<file path="src/rtl/mem_stage.sv">
// MEM pipeline stage: EX/MEM register, data-memory access FSM and MEM/WB register.
// Optional feature macro: MEM_MISALIGN_TRAP_EN (misaligned load/store traps instead of accessing memory).
module mem_stage #(
    parameter int WIDTH = 32
) (
    input  logic             clk,
    input  logic             rst,
    input  logic             valid_exe,
    input  logic [WIDTH-1:0] aluout_exe,
    input  logic [WIDTH-1:0] writedata_exe,
    input  logic [4:0]       writereg_exe,
    input  logic             regwrite_exe,
    input  logic             memtoreg_exe,
    input  logic             memread_exe,
    input  logic             memwrite_exe,
    output logic             stall_mem,
    output logic [WIDTH-1:0] aluout_mem,
    output logic [4:0]       writereg_mem,
    output logic             regwrite_mem,
    output logic             dmem_req,
    output logic             dmem_we,
    output logic [WIDTH-1:0] dmem_addr,
    output logic [WIDTH-1:0] dmem_wdata,
    input  logic [WIDTH-1:0] dmem_rdata,
    input  logic             dmem_ready,
    output logic [WIDTH-1:0] result_wb,
    output logic [4:0]       writereg_wb,
    output logic             regwrite_wb,
    output logic             misalign_wb
);

    localparam logic [1:0] IDLE = 2'd0;
    localparam logic [1:0] BUSY = 2'd1;
    localparam logic [1:0] DONE = 2'd2;

    logic             ex_valid;
    logic [WIDTH-1:0] ex_aluout;
    logic [WIDTH-1:0] ex_wdata;
    logic [4:0]       ex_writereg;
    logic             ex_regwrite;
    logic             ex_memtoreg;
    logic             ex_memread;
    logic             ex_memwrite;

    logic [1:0]       state;
    logic [1:0]       state_next;
    logic [WIDTH-1:0] rdata_q;
    logic             memop;
    logic             trap;
    logic             start;
    logic             accept;

    assign memop = ex_valid & (ex_memread | ex_memwrite);

`ifdef MEM_MISALIGN_TRAP_EN
    assign trap = memop & (ex_aluout[1:0] != 2'b00);
`else
    assign trap = 1'b0;
`endif

    // A new access starts only from IDLE; DONE means the EX/MEM op already finished.
    assign start  = (state == IDLE) & memop & ~trap;
    assign accept = (state == BUSY) & dmem_ready;

    always_comb begin
        stall_mem  = 1'b0;
        state_next = state;
        case (state)
            IDLE: begin
                stall_mem = start;
                if (start) state_next = BUSY;
            end
            BUSY: begin
                stall_mem = 1'b1;
                if (dmem_ready) state_next = DONE;
            end
            DONE: begin
                stall_mem  = 1'b0;
                state_next = IDLE;
            end
            default: begin
                stall_mem  = 1'b0;
                state_next = IDLE;
            end
        endcase
    end

    always_ff @(posedge clk) begin
        if (rst) state <= IDLE;
        else     state <= state_next;
    end

    // EX/MEM register; a bubble clears valid and every control bit.
    always_ff @(posedge clk) begin
        if (rst) begin
            ex_valid    <= 1'b0;
            ex_aluout   <= '0;
            ex_wdata    <= '0;
            ex_writereg <= '0;
            ex_regwrite <= 1'b0;
            ex_memtoreg <= 1'b0;
            ex_memread  <= 1'b0;
            ex_memwrite <= 1'b0;
        end else if (!stall_mem) begin
            ex_valid    <= valid_exe;
            ex_aluout   <= aluout_exe;
            ex_wdata    <= writedata_exe;
            ex_writereg <= writereg_exe;
            ex_regwrite <= valid_exe & regwrite_exe;
            ex_memtoreg <= valid_exe & memtoreg_exe;
            ex_memread  <= valid_exe & memread_exe;
            ex_memwrite <= valid_exe & memwrite_exe;
        end
    end

    assign aluout_mem   = ex_aluout;
    assign writereg_mem = ex_writereg;
    assign regwrite_mem = ex_valid & ex_regwrite;

    // Request outputs are loaded once on start and held untouched until the access is accepted.
    always_ff @(posedge clk) begin
        if (rst) begin
            dmem_req   <= 1'b0;
            dmem_we    <= 1'b0;
            dmem_addr  <= '0;
            dmem_wdata <= '0;
        end else if (start) begin
            dmem_req   <= 1'b1;
            dmem_we    <= ex_memwrite;
            dmem_addr  <= {ex_aluout[WIDTH-1:2], 2'b00};
            dmem_wdata <= ex_wdata;
        end else if (accept) begin
            dmem_req <= 1'b0;
            dmem_we  <= 1'b0;
        end
    end

    always_ff @(posedge clk) begin
        if (rst)         rdata_q <= '0;
        else if (accept) rdata_q <= dmem_rdata;
    end

    // MEM/WB: a stalled cycle inserts a bubble so a held instruction writes back only once.
    always_ff @(posedge clk) begin
        if (rst || stall_mem) begin
            result_wb   <= '0;
            writereg_wb <= '0;
            regwrite_wb <= 1'b0;
        end else begin
            result_wb   <= (ex_memtoreg & ~trap) ? rdata_q : ex_aluout;
            writereg_wb <= ex_writereg;
            regwrite_wb <= ex_valid & ex_regwrite & ~ex_memwrite & ~trap;
        end
    end

`ifdef MEM_MISALIGN_TRAP_EN
    logic misalign_q;

    always_ff @(posedge clk) begin
        if (rst || stall_mem) misalign_q <= 1'b0;
        else                  misalign_q <= trap;
    end

    assign misalign_wb = misalign_q;
`else
    assign misalign_wb = 1'b0;
`endif

endmodule
</file>
<file path="config.mk">
export PLATFORM = sky130hd
export DESIGN_NAME = mem_stage
export DESIGN_NICKNAME = d
export VERILOG_FILES = /design/src/rtl/mem_stage.sv
export SDC_FILE = /design/constraint.sdc
export NUM_CORES = 1
export LEC_CHECK = 0
export BUFFER_PORTS_ARGS = -buffer_cell sky130_fd_sc_hd__buf_4
export CAP_MARGIN = 0
export CORE_ASPECT_RATIO = 1.25
export CORE_MARGIN = 1
export CORE_UTILIZATION = 54
export CTS_CLUSTER_SIZE = 14
export DETAILED_ROUTE_END_ITERATION = 8
export GPL_TIMING_DRIVEN = 0
export PLACE_DENSITY = 0.84
export SYNTH_ARGS = -nofsm -noshare
export SYNTH_HDL_FRONTEND = slang
export SYNTH_SLANG_ARGS = --single-unit
export TNS_END_PERCENT = 1
</file>
<file path="constraint.sdc">
create_clock -name clk -period 3.46 [get_ports clk]
set_input_delay 0.346 -clock clk [delete_from_list [all_inputs] [get_ports clk]]
set_output_delay 0.346 -clock clk [all_outputs]
set_load 0.02 [all_outputs]
</file>
Yosys cells after proc, flatten, opt, wreduce, memory -nomap -nowiden:

Cells that the tools add are included.

* register bits after elaboration: 210
* input port bits: 109
* output and inout bits: 144
* word-level logic and storage cells: 43

* equality and inequality tests: 3
* muxes and demuxes: 8
* bitwise gates (word level): 11
* reduce and logical (&&, ||, !) cells: 4

Operators with widths (count)
* 32-bit two-way mux: 1
* 1-bit bitwise AND: 9
* 2-bit two-way mux: 2
* 2-bit inequality test, second input constant: 2
* 2-bit one-hot mux with 2 select lines: 1
* 1-bit two-way mux: 3
* 2-bit by 1-bit == test with 1-bit output, second input constant: 1
* 2-bit zero test: 1
* 1-bit one-hot mux with 2 select lines: 1
* 2-bit AND reduction: 1
* 2-bit nonzero test: 1
* 1-bit logical OR: 1
* 1-bit NOT: 1
* 1-bit OR: 1

Logic depth before layout (Yosys ltp):

Gate-level depths: netlist of run 1.

* depth after elaboration: 5
* depth in mapped cells: 7

Worst setup path after synthesis of run 1:

Ideal clock, no wire load.

* path kind: register to register
* start point: register state[0]
* end point: register dmem_wdata[25]
* arrival: 1.460 ns
* data required time: 3.344 ns
* slack: 1.884 ns
* stages on the path, launching flop included: 8
* period minus slack after synthesis: 1.576 ns
* path through: dfxtp_1 buf_2 or2_0 buf_2 or2_4 buf_6 buf_6 a31o_1

* cells in the longest elaborated chain, start to end: 2

Ends and longest elaborated chain
* start, declared: RTL line 45 `logic [1:0] state;`
* start signal, assigned: RTL line 90 `else state <= state_next;`
* 2-bit zero test: RTL line 62 `assign start = (state == IDLE) & memop & ~trap;`
* 1-bit bitwise AND: RTL line 62
* end signal, assigned: RTL line 131 `dmem_wdata <= ex_wdata;`
* end, declared: RTL line 23 `output logic [WIDTH-1:0] dmem_wdata,`

No other way between the ends.
A chain may end at the register's enable or synchronous reset.

Worst setup path after layout of run 1:

* start point: register ex_memwrite
* end point: output port stall_mem

* cells in the longest elaborated chain, start to end: 4

Ends and longest elaborated chain
* start, declared: RTL line 43 `logic ex_memwrite;`
* start signal, assigned: RTL line 112 `ex_memwrite <= valid_exe & memwrite_exe;`
* 1-bit OR: RTL line 53 `assign memop = ex_valid & (ex_memread | ex_memwrite);`
* 1-bit bitwise AND: RTL line 53
* 1-bit bitwise AND: RTL line 62
* 1-bit one-hot mux with 2 select lines: RTL line 68 `case (state)`
* end, declared: RTL line 16 `output logic stall_mem,`

No other way between the ends.

==> flow_metrics.env, run 1 <==
export IMPL_status="finished clean"
export IMPL_postCtsSetupRepairBufs=0
export IMPL_grt_util_all_layers_pct=30.0
export IMPL_synth_seq_cells=210
export IMPL_placementRows=48
export IMPL_worst_endpoint_required_ps=3110
export IMPL_floorplan_io_pins=253
export IMPL_timing_worst_slew_pin_value_ps=988
export IMPL_finish_net_count=1214
export IMPL_placement_io_buffers=248
export IMPL_half_perimeter_wire_length_of_the_detailed_placement_result_mm=16.7
export IMPL_cell_depth_of_the_worst_hold_path=3
export IMPL_hold_viol_final=0
export IMPL_slew_limit_headroom_pct=33.7
export IMPL_dr_pass1_iters=5
export IMPL_layout_drive_gt1_share_pct=29.0
export IMPL_clkSinkCount=210
export IMPL_drt_initial_drc_count=413
export IMPL_slowest_stage="sky130_fd_sc_hd__dfxtp_1"
export IMPL_floorplan_die_area_um2=15000
export IMPL_cp_max_fo=10
export IMPL_fin_total_pwr_mw=5.38
export IMPL_timing_critical_path_to_type="primary output"
export IMPL_clock_tree_buffer_depth=3
export IMPL_via_count_of_the_first_global_routing_pass=6869
export IMPL_cts_buffers_inserted=20
export IMPL_critical_path_startpoint_type="flop"
export IMPL_initial_utilization_pct=56.1
export IMPL_detail_route_wirelength_mm=23.2
export IMPL_grt_pass1_wl_mm=34.9
export IMPL_hold_buffers=0
export IMPL_placeable_core_area_um2=14000
export IMPL_critical_path_arrival_ps=2130
export IMPL_timing_hold_worst_class="input pin to flop"
export IMPL_rsz0062_at_grt="false"
export IMPL_number_of_distinct_standard_cells_referenced_by_the_synthesized_netlist=36
export IMPL_cts_reportedPaths_clkPinSlew_ps=60
export IMPL_grt_max_degree=15
export IMPL_synth_top_cell_area_share_pct=53.5
export IMPL_post_route_period_util_pct=71.5
export IMPL_crit_buf_inv=4
export IMPL_globalRouteOverflowTotal=0
export IMPL_insertedDiodeCount=0
export IMPL_synthesis_instances=833
export IMPL_clock_insertion_delay_worst_skew_ps=500
export IMPL_clock_skew_final_ps=9.78
export IMPL_die_height_um=137
export IMPL_drt_drc_violations_left=0
export IMPL_routed_via_density=5.59
export IMPL_fin_worst_hold_slack_ps=93.8
export IMPL_die_x_um=110
export IMPL_core_utilization_of_the_finished_layout_pct=75.6
export IMPL_syn_area_per_cell_um2=9.43
export IMPL_timing_rr_start="ex_memwrite"
export IMPL_tritoncts="yes"
export IMPL_filler_cell_count=1051
export IMPL_avgRoutedWirePerCell_um=17.9
export IMPL_synthDominantAreaCellType="sky130_fd_sc_hd__dfxtp_1"
export IMPL_ir_worst_vdd_mv=0.440
export IMPL_hp_start="dmem_rdata[0]"
export IMPL_cp_slowest_stage_delay_ps=360
export IMPL_crit_path_cell_trace="o21a_1 > buf_2 > o21ai_2 > clkbuf_2 > inv_1 > buf_4"
export IMPL_max_capacitance_violation_total=0
export IMPL_setup_viol_count_final=0
export IMPL_num_vias=7234
export IMPL_ant_nets=0
export IMPL_cellPowerDensity_nw_per_um2=509
export IMPL_grt_antenna_before_repair=0
export IMPL_kind_of_critical_path="flop to primary output"
export IMPL_htree_levels=1
export IMPL_finalWeightedCongestion=0.874
export IMPL_biggest_area_contributors_in_the_synthesized_netlist="sky130_fd_sc_hd__dfxtp_1 (54%), sky130_fd_sc_hd__o211ai_1 (7.0%), sky130_fd_sc_hd__nand2b_1 (4.9%)"
export IMPL_holdPathEnd="rdata_q[0]"
export IMPL_cts_root_buf="sky130_fd_sc_hd__clkbuf_16"
export IMPL_power_leakage_nw=4.26
export IMPL_timing_fmax_mhz=404
export IMPL_synthToLayoutAreaGrowth_pct=34.7
export IMPL_share_of_synthesized_area_occupied_by_flip_flops_and_latches_pct=53.5
export IMPL_synthesis_yosys_warnings=0
export IMPL_ff2ff_path_depth=4
export IMPL_postCtsResizedCells=0
export IMPL_critical_path_top_delay_family="buffers and inverters"
export IMPL_slew_violations=0
export IMPL_fin_setup_tns_ps=0
export IMPL_regToRegEndpoint="dmem_addr[21]"
export IMPL_final_period_minus_worst_setup_slack_ps=2470
export IMPL_reg2reg_setup_slack_ps=1310
export IMPL_netlist_area_um2=7850
## layer usage
layer / vias to the layer above / wire (um) / share of wire [%] / global-route usage, %
met5: - / 0 / 0 / 0
met4: 0 / 801 / 3.4 / 12.7
met3: 55 / 1680 / 7.2 / 5.14
met2: 319 / 11700 / 50 / 52.7
met1: 3366 / 9080 / 39 / 35.7
li1: 3494 / - / - / -
## synthesized netlist by cell type
library cell                number
sky130_fd_sc_hd__a21oi_1        44
sky130_fd_sc_hd__nor3_2          1
sky130_fd_sc_hd__o21ai_2         1
sky130_fd_sc_hd__a41o_1          1
sky130_fd_sc_hd__buf_1           7
sky130_fd_sc_hd__o211ai_1       73
sky130_fd_sc_hd__or2_4           1
sky130_fd_sc_hd__and3_1          5
sky130_fd_sc_hd__clkbuf_2        2
sky130_fd_sc_hd__nor3b_1         3
sky130_fd_sc_hd__nand3_1         2
sky130_fd_sc_hd__nand2_1        66
sky130_fd_sc_hd__mux2i_1        33
sky130_fd_sc_hd__clkbuf_1       66
sky130_fd_sc_hd__inv_1           3
sky130_fd_sc_hd__o21ai_0        70
sky130_fd_sc_hd__and3b_1         1
sky130_fd_sc_hd__nand2b_1       62
sky130_fd_sc_hd__o21ai_1         2
sky130_fd_sc_hd__inv_2           1
sky130_fd_sc_hd__a211oi_2        1
sky130_fd_sc_hd__nor3_1         62
sky130_fd_sc_hd__o21a_1          1
sky130_fd_sc_hd__a31o_1         36
sky130_fd_sc_hd__or2_0           1
sky130_fd_sc_hd__o21bai_1        1
sky130_fd_sc_hd__buf_2           6
sky130_fd_sc_hd__a31o_2         26
sky130_fd_sc_hd__and2_1          1
sky130_fd_sc_hd__nor2_1         33
sky130_fd_sc_hd__o2111ai_1       1
sky130_fd_sc_hd__nand3b_1        1
sky130_fd_sc_hd__conb_1          1
sky130_fd_sc_hd__buf_6           5
sky130_fd_sc_hd__buf_4           3
sky130_fd_sc_hd__dfxtp_1       210
## cells in the final DEF, fill, tap and decap left out, types with 21 or more instances in the layout
master	instances
sky130_fd_sc_hd__nor3_1	62
sky130_fd_sc_hd__a31o_1	36
sky130_fd_sc_hd__mux2i_1	33
sky130_fd_sc_hd__buf_4	251
sky130_fd_sc_hd__clkbuf_16	21
sky130_fd_sc_hd__a31o_2	26
sky130_fd_sc_hd__dfxtp_1	210
sky130_fd_sc_hd__nand2b_1	62
sky130_fd_sc_hd__o21ai_0	70
sky130_fd_sc_hd__nand2_1	66
sky130_fd_sc_hd__clkbuf_1	72
sky130_fd_sc_hd__o211ai_1	73
sky130_fd_sc_hd__a21oi_1	44
sky130_fd_sc_hd__nor2_1	33
## sequential cells by signal (all words and copies together), names as in the netlist, 2 cells and up
signal        cells
writereg_mem      5
dmem_addr        30
ex_wdata         32
dmem_wdata       32
result_wb        32
state             2
writereg_wb       5
aluout_mem       32
rdata_q          32
## layout make-up
cell class,instances,area [um2],area share (%)
Inverter,4,15.0,0.142
Clock buffer,32,617,5.83
Clock inverter,4,20.0,0.189
Multi-Input combinational cell,532,3250,30.7
Sequential cell,210,4200,39.7
Timing Repair Buffer,248,1860,17.6
Tap cell,175,219,2.07
Buffer,89,393,3.71
## metrics by stage
stage / std cells / setup slack, ps / cell area [um2]
floorplan: 835 / 1880 / 7860
global placement: 1258 / 1280 / 9940
detailed placement: 1258 / 1260 / 9940
CTS: 1294 / 987 / 10600
global route: 1294 / 876 / 10600
finish: 1294 / 986 / 10600
## logic make-up after synthesis
group / after synthesis / share of synthesized area (%)
AO/OA/AOI/OAI: 257 / 22.0
buffers and inverters: 93 / 5.19
flip-flops: 210 / 53.5
multiplexers: 33 / 4.21
other: 1 / 0.0477
AND/OR/NAND/NOR: 239 / 15.0
## tightest hold or removal path, delay by kind of cell
kind | cells | cell delay (ps)
AOI/OAI and AO/OA | 1 | 50
and+or+nand+nor | 1 | 40
buffers and inverters | 1 | 110
## where the power goes
group | internal, mW | leakage [nW] | switching, mW
registers | 2.52 | 1.72 | 0.0573
logic | 0.278 | 2.22 | 0.398
clock network | 1.22 | 0.317 | 0.908
total | 4.02 | 4.26 | 1.36
## how the worst max path moves through the flow
stage | startpoint | endpoint | slack, ps | cells after the start
after CTS | ex_memwrite | stall_mem | 990 | 6
after global placement | rst | rdata_q[25] | 1280 | 5
final | ex_memwrite | stall_mem | 990 | 6
after floorplan | state[0] | dmem_wdata[25] | 1880 | 7
after global routing | ex_memwrite | stall_mem | 880 | 6
after detailed placement | rst | rdata_q[25] | 1260 | 5
Power figures use the tool's default switching activity.
==> run 2: changes to the inputs <==
Settings changed: CORE_UTILIZATION 54 to 46, PLACE_DENSITY 0.84 to 0.76.
Clock period 3.46 ns to 1.98 ns, I/O delays scaled along.
==> run 2 against run 1 <==
Compared with the run above: register-to-register slack got worse by 1200 ps; power is 82% higher; routed wire length is 9.1% higher; die area up 17%; sequential power is 75% higher; critical path depth is the same; flip-flop and latch count unchanged; final cell count up 11%; final area up 11%; clock-buffer cell count down 2; largest cell class unchanged; highest routed layer unchanged.
==> flow_metrics.env, run 2 (synthesized netlist as in run 1, its figures left out) <==
export IMPL_clock_insertion_delay_worst_skew_ps=490
export IMPL_core_utilization_of_the_finished_layout_pct=69.9
export IMPL_slew_violations=0
export IMPL_timing_fmax_mhz=511
export IMPL_routed_via_density=5.40
export IMPL_clock_skew_final_ps=6.39
export IMPL_drt_initial_drc_count=390
export IMPL_die_x_um=119
export IMPL_dr_pass1_iters=5
export IMPL_cts_buffers_inserted=21
export IMPL_sequentialPowerShare_pct=46.1
export IMPL_grtUsageMet2_pct=50.5
export IMPL_final_period_minus_worst_setup_slack_ps=1960
export IMPL_htree_levels=1
export IMPL_grt_max_degree=15
export IMPL_critical_path_startpoint_type="flop"
export IMPL_post_route_period_util_pct=98.8
export IMPL_finalNonFillerCells=1442
export IMPL_ant_nets=0
export IMPL_final_cell_mix="sky130_fd_sc_hd__buf_4 (253), sky130_fd_sc_hd__dfxtp_1 (208), sky130_fd_sc_hd__dlygate4sd3_1 (101), sky130_fd_sc_hd__o211ai_1 (73), sky130_fd_sc_hd__o21ai_0 (70)"
export IMPL_post_route_worst_setup_slack_ps=24.5
export IMPL_layout_drive_gt1_share_pct=27.3
export IMPL_cts_reportedPaths_clkPinSlew_ps=60
export IMPL_synthToLayoutAreaGrowth_pct=49.4
export IMPL_half_perimeter_wire_length_of_the_detailed_placement_result_mm=17.0
export IMPL_cts_root_buf="sky130_fd_sc_hd__clkbuf_16"
export IMPL_grt_util_all_layers_pct=27.9
export IMPL_cellPowerDensity_nw_per_um2=834
export IMPL_critical_path_most_common_cell="sky130_fd_sc_hd__buf_4"
export IMPL_filler_cell_count=1283
export IMPL_finalWeightedCongestion=0.835
export IMPL_placement_io_buffers=248
export IMPL_grt_antenna_before_repair=0
export IMPL_ir_worst_vdd_mv=0.745
export IMPL_power_clock_fraction_pct=39.9
export IMPL_switching_share_pct=25.7
export IMPL_num_vias=7784
export IMPL_rsz0062_at_grt="true"
export IMPL_internal_cell_power_mw=7.27
export IMPL_slowest_stage="sky130_fd_sc_hd__dfxtp_2"
export IMPL_gr_usage_met1_pct=31.7
export IMPL_post_place_ws_ps=-224
export IMPL_initial_utilization_pct=46.8
export IMPL_die_height_um=148
export IMPL_critical_path_arrival_ps=1760
export IMPL_critical_path_top_delay_family="buffers and inverters"
export IMPL_timing_worst_slew_pin_value_ps=759
export IMPL_insertedDiodeCount=0
export IMPL_crit_buf_inv=4
export IMPL_globalRouteOverflowTotal=0
export IMPL_max_capacitance_violation_total=0
export IMPL_total_switching_power_mw=2.51
export IMPL_avgRoutedWirePerCell_um=17.6
export IMPL_detail_route_wirelength_mm=25.3
export IMPL_via_count_of_the_first_global_routing_pass=7569
export IMPL_tritoncts="yes"
export IMPL_power_leakage_nw=4.72
export IMPL_fin_total_pwr_mw=9.79
export IMPL_drt_drc_violations_left=0
export IMPL_fin_setup_tns_ps=0
export IMPL_clkSinkCount=210
export IMPL_timing_hold_worst_class="input pin to flop"
export IMPL_placedCellCount=1303
export IMPL_hold_viol_final=0
export IMPL_slew_limit_headroom_pct=49.4
export IMPL_setup_viol_count_final=0
export IMPL_kind_of_critical_path="flop to primary output"
export IMPL_final_common_cell="sky130_fd_sc_hd__buf_4"
export IMPL_status="finished clean"
export IMPL_comb_power_share_pct=14.0
export IMPL_placeable_core_area_um2=16800
export IMPL_cp_slowest_stage_delay_ps=350
export IMPL_grtUsageMet3_pct=4.68
export IMPL_finish_net_count=1317
export IMPL_timing_critical_path_to_type="primary output"
export IMPL_floorplan_die_area_um2=17600
export IMPL_clock_tree_buffer_depth=3
export IMPL_busiest_layer="met2"
export IMPL_floorplan_io_pins=253
export IMPL_placementRows=53
export IMPL_crit_path_cell_trace="o21a_1 > buf_4 > o21ai_4 > buf_8 > inv_1 > buf_4"
export IMPL_grt_pass1_wl_mm=39.3
export IMPL_worst_endpoint_required_ps=1780
export IMPL_cp_max_fo=10
run 2: changes by cell type in the layout (fill, tap and decap cells not counted), moves of 2 or more:
cell	delta
sky130_fd_sc_hd__o21ai_1	-2
sky130_fd_sc_hd__dfxtp_1	-2
sky130_fd_sc_hd__o21ai_4	+2
sky130_fd_sc_hd__buf_4	+2
sky130_fd_sc_hd__dfxtp_2	+2
sky130_fd_sc_hd__clkbuf_1	-3
sky130_fd_sc_hd__dlygate4sd3_1	+101
run 2: metal layers:
metal / up-vias / share of wire (%)
met5: - / 0
met4: 0 / 4.8
met3: 90 / 4.9
met2: 287 / 51
met1: 3690 / 40
li1: 3717 / -
run 2: layout make-up:
| class | instances | area [um2] | area share (%) |
|---|---|---|---|
| sequential | 210 | 4210 | 35.9 |
| multi-input combinational | 532 | 3280 | 27.9 |
| timing repair buffer | 350 | 2880 | 24.6 |
| clock buffer | 30 | 599 | 5.11 |
| buffer | 89 | 408 | 3.48 |
| tap | 220 | 275 | 2.35 |
| clock inverter | 7 | 67.6 | 0.576 |
| inverter | 4 | 15.0 | 0.128 |
run 2: worst register-to-register path, stage by stage (launching register included):
cell and delay (ps):
sky130_fd_sc_hd__dfxtp_1 300, sky130_fd_sc_hd__buf_2 210, sky130_fd_sc_hd__o21bai_1 80, sky130_fd_sc_hd__clkbuf_2 270, sky130_fd_sc_hd__o21ai_4 340, sky130_fd_sc_hd__clkbuf_1 420, sky130_fd_sc_hd__nor2_1 110
run 2: worst paths after layout:
path                     startpoint            to  slack [ps]  cells after the start
setup / recovery        ex_memwrite     stall_mem          20                      6
hold / removal    writedata_exe[19]  ex_wdata[19]           6                      3
setup reg to reg           state[0]  result_wb[3]         120                      6
hold reg to reg         rdata_q[19]   rdata_q[19]         450                      2
run 2: timing repair:
| action | CTS | global route |
|---|---|---|
| gates resized for setup | 7 | 7 |
| endpoints found under the setup margin | 90 | 82 |
| buffers inserted | 1 | 0 |
| pin swaps | 1 | 1 |
| hold buffers | 100 | 1 |
| hold endpoints to repair | 99 | 1 |
run 2: power groups by stage:
stage / Combinational [mW] / Sequential [mW] / Clock [mW]
4_1_cts: 1.35 / 4.50 / 3.94
5_1_grt: 1.46 / 4.52 / 4.13
3_5_place_dp: 1.17 / 4.60 / 0
3_3_place_gp: 1.16 / 4.59 / 0
2_1_floorplan: 0.495 / 4.71 / 0
6_report: 1.37 / 4.51 / 3.91
run 2: stage by stage:
step           hold slack [ps]  cell area (um2)
2_1_floorplan              334             7860
3_3_place_gp               441            10000
3_5_place_dp               446            10000
4_1_cts                  0.356            11700
5_1_grt                   11.8            11700
6_report                  5.72            11700
